--- src/rtl/ttt_tick_sequencer.sv ---
// ttt_tick_sequencer
//   Host-side driver for the tick-tock-tokens processor wrapper. Token events (good/bad add
//   requests) are queued in a FIFO. Each time-step tick replays the queued events as add
//   instructions, then issues tally and countdown. The start/stop flags returned for those
//   two instructions come out as one-cycle pulses.
//
// Parameters
//   FIFO_DEPTH  token-event FIFO entries (power of 2, >= 2)
//   RESP_LAT    cycles from instruction presented to valid proc_result (>= 1)
//
// Ports
//   clk, rst_n            clock; synchronous active-low reset
//   tick                  time-step strobe (1-cycle pulse)
//   ev_valid/ev_ready     token event handshake; ev_data = {gb, count[6:0]}, gb=1 means bad
//   proc_instr/proc_data  instruction/operand to processor ui_in[3:0]/uio_in (registered)
//   proc_result           processor uo_out
//   token_start/stop      one-cycle flag pulses (start from tally, stop from tally or countdown)
//   busy                  sequence in progress
//   overrun               sticky: tick arrived while a tick was already pending
//   fifo_count            FIFO occupancy
//
// Optional feature, enabled by defining TTT_SEQ_STATS_EN:
//   start_total/stop_total/ev_total saturating 16-bit counters of start pulses, stop pulses
//   and accepted FIFO pushes.

module ttt_tick_sequencer #(
    parameter int unsigned FIFO_DEPTH = 8,
    parameter int unsigned RESP_LAT   = 1
) (
    input  logic                        clk,
    input  logic                        rst_n,
    input  logic                        tick,
    input  logic                        ev_valid,
    output logic                        ev_ready,
    input  logic [7:0]                  ev_data,
    output logic [3:0]                  proc_instr,
    output logic [7:0]                  proc_data,
    input  logic [7:0]                  proc_result,
    output logic                        token_start,
    output logic                        token_stop,
    output logic                        busy,
    output logic                        overrun,
    output logic [$clog2(FIFO_DEPTH):0] fifo_count
`ifdef TTT_SEQ_STATS_EN
    ,
    output logic [15:0]                 start_total,
    output logic [15:0]                 stop_total,
    output logic [15:0]                 ev_total
`endif
);

    localparam int unsigned AW = $clog2(FIFO_DEPTH);
    localparam int unsigned WW = (RESP_LAT > 1) ? $clog2(RESP_LAT) : 1;
    localparam logic [AW:0]   DepthVal = (AW + 1)'(FIFO_DEPTH);
    localparam logic [WW-1:0] WaitInit = WW'(RESP_LAT - 1);

    localparam logic [3:0] InstrIdle  = 4'b0011;
    localparam logic [3:0] InstrTally = 4'b1000;
    localparam logic [3:0] InstrCount = 4'b1001;

    typedef enum logic [2:0] {
        StIdle,
        StDrain,
        StTally,
        StTWait,
        StCount,
        StCWait
    } state_t;

    state_t        state_q;
    logic [7:0]    mem [FIFO_DEPTH];
    logic [AW-1:0] rd_ptr_q, wr_ptr_q;
    logic [AW:0]   count_q;
    logic [AW:0]   remain_q;   // snapped entries still to pop after the current one
    logic [WW-1:0] wait_q;
    logic          pend_q;
    logic          full, push, pop, consume;
    logic [7:0]    head;
    logic          unused_result;

    assign unused_result = ^proc_result[7:2];

    assign full       = (count_q == DepthVal);
    assign ev_ready   = !full;
    assign push       = ev_valid && !full;
    assign head       = mem[rd_ptr_q];
    assign fifo_count = count_q;
    assign busy       = (state_q != StIdle);
    assign consume    = (state_q == StIdle) && pend_q;
    // Pops happen on the edge that registers each add instruction.
    assign pop        = (consume && count_q != '0) || (state_q == StDrain && remain_q != '0);

    always_ff @(posedge clk) begin
        if (push) begin
            mem[wr_ptr_q] <= ev_data;
        end
    end

    always_ff @(posedge clk) begin
        if (!rst_n) begin
            rd_ptr_q <= '0;
            wr_ptr_q <= '0;
            count_q  <= '0;
        end else begin
            if (push) wr_ptr_q <= wr_ptr_q + 1'b1;
            if (pop)  rd_ptr_q <= rd_ptr_q + 1'b1;
            if (push && !pop)      count_q <= count_q + 1'b1;
            else if (pop && !push) count_q <= count_q - 1'b1;
        end
    end

    // A tick coinciding with IDLE consuming the pending tick becomes the new pending tick.
    always_ff @(posedge clk) begin
        if (!rst_n) begin
            pend_q  <= 1'b0;
            overrun <= 1'b0;
        end else if (tick) begin
            if (pend_q && !consume) overrun <= 1'b1;
            else                    pend_q  <= 1'b1;
        end else if (consume) begin
            pend_q <= 1'b0;
        end
    end

    // Outputs are registered for the state being entered.
    always_ff @(posedge clk) begin
        if (!rst_n) begin
            state_q     <= StIdle;
            proc_instr  <= InstrIdle;
            proc_data   <= '0;
            token_start <= 1'b0;
            token_stop  <= 1'b0;
            remain_q    <= '0;
            wait_q      <= '0;
        end else begin
            token_start <= 1'b0;
            token_stop  <= 1'b0;
            case (state_q)
                StIdle: begin
                    if (pend_q) begin
                        if (count_q != '0) begin
                            proc_instr <= {3'b000, head[7]};
                            proc_data  <= head;
                            remain_q   <= count_q - 1'b1;
                            state_q    <= StDrain;
                        end else begin
                            proc_instr <= InstrTally;
                            proc_data  <= '0;
                            state_q    <= StTally;
                        end
                    end
                end
                StDrain: begin
                    if (remain_q != '0) begin
                        proc_instr <= {3'b000, head[7]};
                        proc_data  <= head;
                        remain_q   <= remain_q - 1'b1;
                    end else begin
                        proc_instr <= InstrTally;
                        proc_data  <= '0;
                        state_q    <= StTally;
                    end
                end
                StTally: begin
                    proc_instr <= InstrIdle;
                    wait_q     <= WaitInit;
                    state_q    <= StTWait;
                end
                StTWait: begin
                    if (wait_q == '0) begin
                        token_start <= proc_result[1];
                        token_stop  <= proc_result[0];
                        proc_instr  <= InstrCount;
                        state_q     <= StCount;
                    end else begin
                        wait_q <= wait_q - 1'b1;
                    end
                end
                StCount: begin
                    proc_instr <= InstrIdle;
                    wait_q     <= WaitInit;
                    state_q    <= StCWait;
                end
                StCWait: begin
                    if (wait_q == '0) begin
                        token_stop <= proc_result[0];
                        state_q    <= StIdle;
                    end else begin
                        wait_q <= wait_q - 1'b1;
                    end
                end
                default: begin
                    proc_instr <= InstrIdle;
                    proc_data  <= '0;
                    state_q    <= StIdle;
                end
            endcase
        end
    end

`ifdef TTT_SEQ_STATS_EN
    always_ff @(posedge clk) begin
        if (!rst_n) begin
            start_total <= '0;
            stop_total  <= '0;
            ev_total    <= '0;
        end else begin
            if (token_start && start_total != 16'hFFFF) start_total <= start_total + 16'd1;
            if (token_stop && stop_total != 16'hFFFF)   stop_total  <= stop_total + 16'd1;
            if (push && ev_total != 16'hFFFF)           ev_total    <= ev_total + 16'd1;
        end
    end
`endif

endmodule
--- config.mk ---
export PLATFORM = sky130hd
export DESIGN_NAME = ttt_tick_sequencer
export DESIGN_NICKNAME = d
export VERILOG_FILES = /design/src/rtl/ttt_tick_sequencer.sv
export SDC_FILE = /design/constraint.sdc
export NUM_CORES = 1
export LEC_CHECK = 0
export ABC_AREA = 0
export BUFFER_PORTS_ARGS = -buffer_cell sky130_fd_sc_hd__clkbuf_2
export CAP_MARGIN = 30
export CORE_MARGIN = 10
export CORE_UTILIZATION = 45
export CTS_BUF_LIST = sky130_fd_sc_hd__clkbuf_16
export CTS_CLUSTER_DIAMETER = 200
export DETAILED_ROUTE_END_ITERATION = 6
export GPL_ROUTABILITY_DRIVEN = 0
export HOLD_SLACK_MARGIN = 0.12
export MAX_ROUTING_LAYER = met4
export RECOVER_POWER = 100
export SYNTH_ARGS = -nofsm -noshare
export SYNTH_HDL_FRONTEND = slang
export SYNTH_SLANG_ARGS = --single-unit
--- constraint.sdc ---
create_clock -name clk -period 7.3 [get_ports clk]
set_clock_uncertainty 0.2 [all_clocks]
set_input_delay 0 -clock clk [delete_from_list [all_inputs] [get_ports clk]]
set_output_delay 0 -clock clk [all_outputs]
set_load 0.1 [all_outputs]
==> results.yml <==
critical_path:
  reg2reg_depth: 6
  critPathMaxFanout: 9
  crit_path_end_kind: "flop"
  arrival_ns: 2.85
  rr_startpoint: "fifo_count[0]"
  crit_type: "flop to flop"
  r2r_slack_ns: 4.20
  r2r-end: "mem[0][1]"
  required_ns: 7.05
  startpoint_type: "flop"
floorplanning:
  core_area_mm2: 0.00868
  die_area_mm2: 0.0130
  ios: 41
  rows: 34
  fp.dieH_um: 114
  start_util_pct: 45.8
  die_w_um: 114
cts:
  clk_pin_slew_worst_paths_ns: 0.07
  cts_resized: 0
  htreeDepth: 3
  cts_root_buf: "clkbuf_16"
  cts_setup_buffers: 0
  insertion_delay_ns: 0.34
  cts_buffers: 9
  clockBufferDepth: 2
  clock-sinks: 99
  cts_tree: "done"
place:
  place_ws_ns: 4.44
  dpl.hpwl_um: 4860
  io_buffer_count: 33
power:
  sequentialPowerShare_pct: 38.6
  p_per_area_mw_per_mm2: 412
  p_int_w: 0.00115
  power.total_w: 0.00192
  combPwrFrac_pct: 34.1
  ir_drop_uv: 185
  pwr-share-clk_pct: 27.2
  p_sw_share_pct: 39.9
  power_switching_w: 0.000765
  leakage_nw: 1.54
yosys:
  syn-num-nets: 301
  syn-mean-instance-area_um2: 14.5
  ys_ff_latch: 99
  synthCells: 275
  yosysSeqAreaShare_pct: 65.9
  yosysTopAreaCellShare_pct: 48.3
  syn_area_mm2: 0.00398
  ys_warn_count: 0
  yosys.area.top_type: "edfxtp_1"
  ys_top_cells_by_area: "edfxtp_1, dfxtp_1, mux4_2, mux2i_1, a21oi_1"
  synthDistinctLibCells: 43
global_routing:
  grt_pass1_wl_um: 12100
  grt_start_max_net_pins: 20
  grt_pass1_vias: 2216
  grt_overflow_total: 0
  track_usage_pct: 12.3
  antenna_found_initial: 0
finish:
  layout_common_cells: "edfxtp_1, dfxtp_1, clkbuf_1, nor2_1, a21oi_1"
  drive_gt1_share_pct: 12.3
  fin_nets: 345
  final_common_cell: "edfxtp_1"
  antenna_cells: 0
  final_util_pct: 53.6
  syn_to_final_growth_pct: 16.9
  fill_cells: 742
detailed_routing:
  wl_um: 7530
  via_per_inst: 5.31
  drtIter0Drc: 160
  post_drt_wl_per_cell_um: 17.4
  num_vias: 2294
  postRouteAntennaNets: 0
  drcViolationCount: 0
  first_pass_iters: 4
timing:
  layout_setup_ws_ns: 4.20
  hold_viol: 0
  tns_ns: 0
  slew_viol_final: 0
  min_period_ns: 3.10
  worstMarginPinSlew_ns: 1.40
  fmax_ghz: 0.323
  worst_hold_slack_ns: 0.264
  fin_crit_sh_pct: 42.4
  rsz0062_at_grt: "no"
  slew_headroom_pct: 5.83
  final-setup-viol-count: 0
hold_path:
  worstHoldPathCells: 1
  hold_path_end: "proc_data[5]"
  hold_start: "proc_data[5]"
  hold_class: "flop to flop"
run:
  drv_cap: 0
outcome:
  outcome: "finished clean"
worst max-delay path by stage:
stage | start | end | slack (ns)
finish | fifo_count[0] | mem[0][1] | 4.20
global route | fifo_count[0] | mem[0][2] | 3.99
CTS | fifo_count[0] | fifo_count[3] | 4.43
detailed placement | fifo_count[0] | fifo_count[3] | 4.44
global placement | fifo_count[0] | fifo_count[3] | 4.48
floorplan | fifo_count[0] | mem[0][0] | 3.35
cell type report:
class | count | area [µm²] | share of cell area, %
sequential | 99 | 2620 | 56.4
multi-input combinational | 149 | 1220 | 26.3
timing repair buffer | 50 | 298 | 6.40
clock buffer | 9 | 225 | 4.84
tap | 108 | 135 | 2.91
clock inverter | 7 | 108 | 2.31
inverter | 10 | 37.5 | 0.807
worst max-delay path, cell delays in order (launching register included):
cell      delay [ns]
dfxtp_1         0.50
inv_1           0.08
ha_1            0.26
nand3b_1        0.20
nand2_1         0.14
or2_0           0.30
nor3_1          1.02
cell families after synthesis:
group | count (synthesis) | synth area share [%]
other cells | 1 | 0.0942
buf+inv | 27 | 2.99
compound gates | 44 | 7.48
xor+xnor | 7 | 1.54
fa+ha+maj | 6 | 1.89
mux | 29 | 12.3
flops | 99 | 65.9
simple gates | 62 | 7.77
stage by stage:
stage,instances,instance area [µm²]
after floorplan,275,3980
after global placement,400,4220
after detailed placement,400,4220
after CTS,432,4710
after global routing,432,4650
final,432,4650
state kept, by name, indices dropped and copies added (netlist names), named ones only:
name	count
fifo_count	4
mem	64
overrun	1
pend_q	1
proc_data	8
proc_instr	3
rd_ptr_q	3
remain_q	4
state_q	3
token_start	1
token_stop	1
wr_ptr_q	3
cells in the mapped netlist (all sizes together):
master,n
buf,9
conb,1
o311ai,1
o22ai,2
nand3,5
or2,2
mux4,16
a21oi,17
o221a,1
nand2,9
clkbuf,8
nand2b,5
o32a,1
a211oi,2
a22o,1
xor2,5
mux2i,13
nor2,21
a211o,1
and3,1
xnor2,2
nor3b,3
nand3b,2
o21ai,8
or4,1
a31oi,1
o2bb2ai,8
nand4,1
or3b,1
o221ai,1
and2,1
ha,6
edfxtp,64
dfxtp,35
nor3,6
inv,10
or3,4
power groups by stage:
stage / Combinational, W / Clock [W] / Sequential, W
5_1_grt: 0.000701 / 0.000556 / 0.000752
3_5_place_dp: 0.000669 / 0 / 0.000753
3_3_place_gp: 0.000664 / 0 / 0.000749
2_1_floorplan: 0.000379 / 0 / 0.000934
4_1_cts: 0.000679 / 0.000530 / 0.000741
6_report: 0.000654 / 0.000522 / 0.000740
timing repair:
action / CTS / global route
endpoints found under the hold margin: 98 / 0
hold buffers: 16 / 0
endpoints found under the setup margin: 0 / 0
layer usage:
layer | global-route usage, % | vias to the layer above | wire (µm)
li1 | - | 1121 | -
met4 | 4.01 | 0 | 94
met3 | 4.30 | 8 | 517
met2 | 17.3 | 60 | 3290
met5 | - | - | 0
met1 | 16.2 | 1105 | 3630
Note: power is estimated with default switching activity, not from simulation.
